**src/rtl/display_pkg.sv**
```systemverilog
// Character encoding shared by the display manager and the 7-segment scanner.
// A code is {enable, glyph}; glyph_to_seg returns active-low segments a..g.
package display_pkg;

  typedef logic [5:0] char_t;
  typedef logic [4:0] glyph_t;

  localparam int unsigned CHAR_EN_BIT = 5;
  localparam char_t       CHAR_EN     = 6'h20;
  localparam logic [6:0]  SEG_OFF     = 7'h7F;

  localparam glyph_t CH_0     = 5'd0;
  localparam glyph_t CH_1     = 5'd1;
  localparam glyph_t CH_2     = 5'd2;
  localparam glyph_t CH_3     = 5'd3;
  localparam glyph_t CH_4     = 5'd4;
  localparam glyph_t CH_5     = 5'd5;
  localparam glyph_t CH_6     = 5'd6;
  localparam glyph_t CH_7     = 5'd7;
  localparam glyph_t CH_8     = 5'd8;
  localparam glyph_t CH_9     = 5'd9;
  localparam glyph_t CH_A     = 5'd10;
  localparam glyph_t CH_B     = 5'd11;
  localparam glyph_t CH_C     = 5'd12;
  localparam glyph_t CH_D     = 5'd13;
  localparam glyph_t CH_E     = 5'd14;
  localparam glyph_t CH_F     = 5'd15;
  localparam glyph_t CH_G     = 5'd16;
  localparam glyph_t CH_H     = 5'd17;
  localparam glyph_t CH_I     = 5'd18;
  localparam glyph_t CH_J     = 5'd19;
  localparam glyph_t CH_L     = 5'd20;
  localparam glyph_t CH_N     = 5'd21;
  localparam glyph_t CH_O     = 5'd22;
  localparam glyph_t CH_P     = 5'd23;
  localparam glyph_t CH_R     = 5'd24;
  localparam glyph_t CH_S     = 5'd25;
  localparam glyph_t CH_T     = 5'd26;
  localparam glyph_t CH_U     = 5'd27;
  localparam glyph_t CH_Y     = 5'd28;
  localparam glyph_t CH_DASH  = 5'd29;
  localparam glyph_t CH_UNDER = 5'd30;
  localparam glyph_t CH_BLANK = 5'd31;

  function automatic char_t mk_char(input glyph_t g);
    return {1'b1, g};
  endfunction

  // Table is written active-high (bit 0 = a .. bit 6 = g) and inverted on return.
  function automatic logic [6:0] glyph_to_seg(input glyph_t g);
    logic [6:0] on;
    case (g)
      CH_0:     on = 7'h3F;
      CH_1:     on = 7'h06;
      CH_2:     on = 7'h5B;
      CH_3:     on = 7'h4F;
      CH_4:     on = 7'h66;
      CH_5:     on = 7'h6D;
      CH_6:     on = 7'h7D;
      CH_7:     on = 7'h07;
      CH_8:     on = 7'h7F;
      CH_9:     on = 7'h6F;
      CH_A:     on = 7'h77;
      CH_B:     on = 7'h7C;
      CH_C:     on = 7'h39;
      CH_D:     on = 7'h5E;
      CH_E:     on = 7'h79;
      CH_F:     on = 7'h71;
      CH_G:     on = 7'h3D;
      CH_H:     on = 7'h76;
      CH_I:     on = 7'h30;
      CH_J:     on = 7'h1E;
      CH_L:     on = 7'h38;
      CH_N:     on = 7'h54;
      CH_O:     on = 7'h5C;
      CH_P:     on = 7'h73;
      CH_R:     on = 7'h50;
      CH_S:     on = 7'h6D;
      CH_T:     on = 7'h78;
      CH_U:     on = 7'h3E;
      CH_Y:     on = 7'h6E;
      CH_DASH:  on = 7'h40;
      CH_UNDER: on = 7'h08;
      CH_BLANK: on = 7'h00;
      default:  on = 7'h00;
    endcase
    return ~on;
  endfunction

endpackage

```
**src/rtl/display_scanner_char_decoder.sv**
```systemverilog
// Combinational character-code to active-low segment decoder.
// Codes with the enable bit clear are blank regardless of the glyph index.
module char_decoder
  import display_pkg::*;
(
  input  char_t      ch_i,
  output logic [6:0] seg_o
);

  always_comb begin
    seg_o = SEG_OFF;
    if (ch_i[CHAR_EN_BIT]) begin
      seg_o = glyph_to_seg(ch_i[4:0]);
    end
  end

endmodule

```
**src/rtl/display_scanner.sv**
```systemverilog
// Time-multiplexed scanner for an 8-digit common-anode 7-segment display.
// All eight codes are latched once per frame so text never tears mid-scan.
module display_scanner
  import display_pkg::*;
#(
  parameter int unsigned DIGIT_CYCLES = 100_000,
  parameter int unsigned BLANK_CYCLES = 2_000,
  parameter int unsigned BLINK_CYCLES = 25_000_000
) (
  input  logic       clock,
  input  logic       reset,
  input  logic [5:0] d1,
  input  logic [5:0] d2,
  input  logic [5:0] d3,
  input  logic [5:0] d4,
  input  logic [5:0] d5,
  input  logic [5:0] d6,
  input  logic [5:0] d7,
  input  logic [5:0] d8,
  input  logic [7:0] blink,
  input  logic [7:0] dp,
  output logic [7:0] an,
  output logic [6:0] seg,
  output logic       dp_n
);

  localparam int unsigned CNT_W = (DIGIT_CYCLES > 1) ? $clog2(DIGIT_CYCLES) : 1;
  localparam int unsigned PH_W  = (BLINK_CYCLES > 1) ? $clog2(BLINK_CYCLES) : 1;

  localparam logic [CNT_W-1:0] CNT_LAST  = CNT_W'(DIGIT_CYCLES - 1);
  localparam logic [CNT_W-1:0] CNT_BLANK = CNT_W'(BLANK_CYCLES);
  localparam logic [PH_W-1:0]  PH_LAST   = PH_W'(BLINK_CYCLES - 1);

  logic [CNT_W-1:0] cnt_q, cnt_d;
  logic [2:0]       idx_q, idx_d;
  logic [PH_W-1:0]  ph_cnt_q, ph_cnt_d;
  logic             phase_q, phase_d;

  char_t            buf_q [8];
  char_t            buf_d [8];
  logic [7:0]       blink_buf_q, blink_buf_d;
  logic [7:0]       dp_buf_q, dp_buf_d;

  logic [7:0]       an_q, an_d;
  logic [6:0]       seg_q, seg_d;
  logic             dp_n_q, dp_n_d;

  logic             frame_start;
  logic [2:0]       sel;
  logic [6:0]       slot_seg;
  logic             slot_lit;

  char_decoder u_char_decoder (
    .ch_i  (buf_q[idx_q]),
    .seg_o (slot_seg)
  );

  always_ff @(posedge clock or posedge reset) begin
    if (reset) begin
      cnt_q       <= '0;
      idx_q       <= '0;
      ph_cnt_q    <= '0;
      phase_q     <= 1'b0;
      blink_buf_q <= '0;
      dp_buf_q    <= '0;
      for (int i = 0; i < 8; i++) begin
        buf_q[i] <= '0;
      end
      an_q        <= 8'hFF;
      seg_q       <= SEG_OFF;
      dp_n_q      <= 1'b1;
    end else begin
      cnt_q       <= cnt_d;
      idx_q       <= idx_d;
      ph_cnt_q    <= ph_cnt_d;
      phase_q     <= phase_d;
      blink_buf_q <= blink_buf_d;
      dp_buf_q    <= dp_buf_d;
      buf_q       <= buf_d;
      an_q        <= an_d;
      seg_q       <= seg_d;
      dp_n_q      <= dp_n_d;
    end
  end

  assign frame_start = (idx_q == 3'd0) && (cnt_q == '0);

  always_comb begin
    cnt_d    = cnt_q + CNT_W'(1);
    idx_d    = idx_q;
    ph_cnt_d = ph_cnt_q + PH_W'(1);
    phase_d  = phase_q;
    if (cnt_q == CNT_LAST) begin
      cnt_d = '0;
      idx_d = idx_q + 3'd1;
    end
    if (ph_cnt_q == PH_LAST) begin
      ph_cnt_d = '0;
      phase_d  = ~phase_q;
    end
  end

  always_comb begin
    buf_d       = buf_q;
    blink_buf_d = blink_buf_q;
    dp_buf_d    = dp_buf_q;
    if (frame_start) begin
      buf_d[0]    = d1;
      buf_d[1]    = d2;
      buf_d[2]    = d3;
      buf_d[3]    = d4;
      buf_d[4]    = d5;
      buf_d[5]    = d6;
      buf_d[6]    = d7;
      buf_d[7]    = d8;
      blink_buf_d = blink;
      dp_buf_d    = dp;
    end
  end

  // A disabled code with its dp set still lights the anode so the point shows.
  assign sel      = 3'd7 - idx_q;
  assign slot_lit = (cnt_q >= CNT_BLANK)
                  && !(phase_q && blink_buf_q[sel])
                  && (buf_q[idx_q][CHAR_EN_BIT] || dp_buf_q[sel]);

  always_comb begin
    an_d   = 8'hFF;
    seg_d  = SEG_OFF;
    dp_n_d = 1'b1;
    if (slot_lit) begin
      an_d[sel] = 1'b0;
      seg_d     = slot_seg;
      dp_n_d    = ~dp_buf_q[sel];
    end
  end

  assign an   = an_q;
  assign seg  = seg_q;
  assign dp_n = dp_n_q;

endmodule
```
**config.mk**
```make
export PLATFORM = sky130hd
export DESIGN_NAME = display_scanner
export DESIGN_NICKNAME = d
export VERILOG_FILES = /design/src/rtl/display_pkg.sv /design/src/rtl/display_scanner_char_decoder.sv /design/src/rtl/display_scanner.sv
export SDC_FILE = /design/constraint.sdc
export NUM_CORES = 1
export LEC_CHECK = 0
export BUFFER_PORTS_ARGS = -buffer_cell sky130_fd_sc_hd__clkbuf_2
export CAP_MARGIN = 20
export CORE_MARGIN = 2
export CORE_UTILIZATION = 40
export CTS_BUF_LIST = sky130_fd_sc_hd__clkbuf_4 sky130_fd_sc_hd__clkbuf_8 sky130_fd_sc_hd__clkbuf_16
export CTS_CLUSTER_DIAMETER = 200
export CTS_CLUSTER_SIZE = 12
export DETAILED_ROUTE_END_ITERATION = 8
export HOLD_SLACK_MARGIN = 0.03
export PLACE_DENSITY = 0.63
export SYNTH_ARGS = -nofsm -noshare
export SYNTH_HDL_FRONTEND = slang
export SYNTH_SLANG_ARGS = --single-unit
```
**constraint.sdc**
```tcl
create_clock -name clock -period 4.27 [get_ports clock]
set_input_delay 0.2135 -clock clock [delete_from_list [all_inputs] [get_ports clock]]
set_output_delay 0.2135 -clock clock [all_outputs]
set_load 0.01 [all_outputs]
```
==> flow_metrics.env <==
export IMPL_finalSetupTns_ns=0
export IMPL_die_h_um=128.9
export IMPL_io_buffers=81
export IMPL_clockBufferDepth=2
export IMPL_via_per_inst=5.177
export IMPL_yosysTopAreaCell="dfrtp_1"
export IMPL_vias=4349
export IMPL_fin_area_um2=7811
export IMPL_hold_violations=0
export IMPL_coreArea_um2=15200
export IMPL_ant_nets=0
export IMPL_worst_pin_slew_ns=1.030
export IMPL_max_stage_delay_ns=0.84
export IMPL_preCtsSetupSlack_ns=1.215
export IMPL_numCtsBuffers=17
export IMPL_firstDrtPassIters=5
export IMPL_clock_sinks=126
export IMPL_ios=82
export IMPL_setup_viol_count_final=0
export IMPL_avgSynthCellArea_um2=12.20
export IMPL_synth_area_um2=6236
export IMPL_grt_max_degree=47
export IMPL_antennaDiodeCount=0
export IMPL_nFillCells=1310
export IMPL_crit_type="reg -> reg"
export IMPL_min_period_ns=3.090
export IMPL_tritoncts="built"
export IMPL_outcome="finished clean"
export IMPL_insertion_delay_ns=0.42
export IMPL_rows=45
export IMPL_dominantRegCellSynth="dfrtp_1"
export IMPL_hpwl_um=9112
export IMPL_synth_nets=590
export IMPL_start_util_pct=41.02
export IMPL_ys_ff_latch=126
export IMPL_end_kind="flip-flop"
export IMPL_grt_pass1_vias=4359
export IMPL_syn_to_final_growth_pct=25.26
export IMPL_final_nets=719
export IMPL_async_flop_share_pct=100.0
export IMPL_synth_most_common_cell="dfrtp_1"
export IMPL_synth_yosys_seq_area_share_pct=50.88
export IMPL_ir_drop_uv=261.7
export IMPL_die_w_um=128.9
export IMPL_worst_ep_required_time_ns=4.61
export IMPL_drv_cap=0
export IMPL_antenna_found_initial=0
export IMPL_postCtsSetupRepairBufs=0
export IMPL_yosysUniqueCellTypes=61
export IMPL_critPathMaxFanout=22
export IMPL_grt_first_pass_wirelength_um=21970
export IMPL_final_layout_size_suffix_gt1_share_pct=34.36
export IMPL_htreeDepth=4
export IMPL_yosysTopAreaCellShare_pct=44.14
export IMPL_power_density_nw_per_um2=362.9
export IMPL_yosysWarnings=0
export IMPL_multiInputGateArea_um2=2850
export IMPL_cts_root_buf="clkbuf_16"
export IMPL_drc=0
export IMPL_hold_class="in -> reg"
export IMPL_grt_usage_pct=17.27
export IMPL_seq_area_um2=3173
export IMPL_grt_overflow_total=0
export IMPL_place_gp_congestion=0.8180
export IMPL_path_cells="buf_4, mux2i_1, mux4_2, o311ai_1, a32oi_2, and2_1, a21bo_1"
export IMPL_path_clk_slew_ns=0.06
export IMPL_synth_area_leaders="dfrtp_1 (44%), mux2_2 (12%), dfstp_2 (6.7%)"
export IMPL_layout_setup_ws_ns=1.180
export IMPL_drt_wl_total_um=13370
export IMPL_rsz0062_at_grt="no"
export IMPL_report_final_slew_viol_count=0
export IMPL_dieArea_um2=16600
export IMPL_slew_headroom_pct=31.35
export IMPL_startpoint_type="flip-flop"
export IMPL_synth_edff_count=0
export IMPL_synthCells=511
export IMPL_synthTopCellsByCount="dfrtp_1 (110), mux2_2 (68), nand2_1 (34)"
export IMPL_first_iter_violations=286
export IMPL_finalClockSkew_ns=0.01068
export IMPL_cp_arrival_ns=3.43
export IMPL_p_leak_nw=3.362
export IMPL_final_period_utilization_pct=72.37
export IMPL_fmax_ghz=0.3236
export IMPL_postPlaceCellArea_um2=6753
export IMPL_routedWlPerCell_um=15.91
export IMPL_cpMaxStageDelayCell="dfrtp_1"
export IMPL_r2r_slack_ns=1.18
stage by stage:
stage               power (W)  instances  hold slack [ns]  utilization [%]
floorplan            0.001356        511           0.3651                -
global placement     0.001412        761           0.3169            44.42
detailed placement   0.001417        761           0.3318            44.42
CTS                  0.002873        834          0.03188            50.99
global route         0.002967        840          0.03001            51.38
finish               0.002835        840          0.04375            51.38
routing by layer:
| metal | share of wire, % | wire (um) | up-vias | track usage (%) |
|---|---|---|---|---|
| met5 | 0 | 0 | - | 0 |
| met4 | 1.2 | 163 | 0 | 6.522 |
| met3 | 3.5 | 465 | 10 | 4.906 |
| met2 | 49 | 6582 | 95 | 27.79 |
| met1 | 46 | 6154 | 2147 | 22.29 |
| li1 | - | - | 2097 | - |
layout make-up:
| cell class | instances | share of cell area, % |
|---|---|---|
| clock buffer | 18 | 5.622 |
| clock inverter | 13 | 1.778 |
| inverter | 13 | 0.6567 |
| multi-input combinational | 348 | 36.49 |
| sequential | 126 | 40.62 |
| tap | 188 | 3.011 |
| timing repair buffer | 134 | 11.82 |
flip-flops by register name, summed over array words and instances, names as in the netlist:
| signal | cells |
|---|---|
| phase_q | 1 |
| dp_buf_q | 8 |
| seg | 7 |
| idx_q | 3 |
| blink_buf_q | 8 |
| an | 8 |
| ph_cnt_q | 25 |
| buf_q | 48 |
| cnt_q | 17 |
| dp_n | 1 |
cells by family after synthesis:
kind of cell	count (synthesis)	share of synthesized area, %
and+or+nand+nor	162	13.52
DFF	126	50.88
muxes	89	18.58
AOI/OAI and AO/OA	45	5.437
xor gates and xnor gates	39	5.478
buffers and inverters	37	3.491
adders and majority gates	13	2.608
power breakdown:
group	switching, W	internal, W	leakage (nW)
Clock	0.000533	0.000872	0.283
Combinational	0.0000862	0.000102	1.55
Sequential	0.0000153	0.00123	1.53
layout by cell type, fill, tap and decap left out, types with 3 or more instances in the layout:
master         netlist  routed
dfrtp_1            110     110
clkbuf_2             0      81
mux2_2              68      68
dlygate4sd3_1        0      48
nand2_1             34      34
nor2_1              31      31
nand3_1             23      23
xor2_1              20      20
xnor2_1             19      19
clkbuf_16            0      17
dfstp_2             16      16
nand4_1             13      13
ha_1                13      13
nor3_1              12      12
inv_1               12      11
and3_1               9       9
mux4_2               9       9
a21oi_1              7       7
o211ai_1             7       7
o21ai_0              7       7
mux2i_1              7       7
nor2b_1              6       6
nand3b_1             5       5
nand2b_1             5       5
buf_4                9       5
clkinv_2             0       4
nor4b_1              3       3
mux2i_4              3       3
and3b_1              3       3
inv_6                0       3
repair_timing:
action	CTS	global route
hold buffers	42	6
gates resized for setup	0	0
endpoints found under the hold margin	69	6
setup endpoints to repair	0	0
worst max-delay path: cells and delay by family, from the launching register on:
family | cells | cell delay, ns
AOI/OAI and AO/OA | 3 | 0.86
DFF | 1 | 0.84
muxes | 2 | 0.55
and+or+nand+nor | 1 | 0.39
buffers and inverters | 1 | 0.38
path summary, 6_finish.rpt:
check / startpoint / endpoint / depth (start not counted)
max: idx_q[2] / seg[1] / 7
min: d3[0] / buf_q[30] / 2
max reg2reg: idx_q[2] / seg[1] / 7
min reg2reg: ph_cnt_q[4] / ph_cnt_q[4] / 1
max in group asynchronous: reset / buf_q[40] / 4
min in group asynchronous: reset / ph_cnt_q[6] / 3
(Power assumes the default switching activity.)
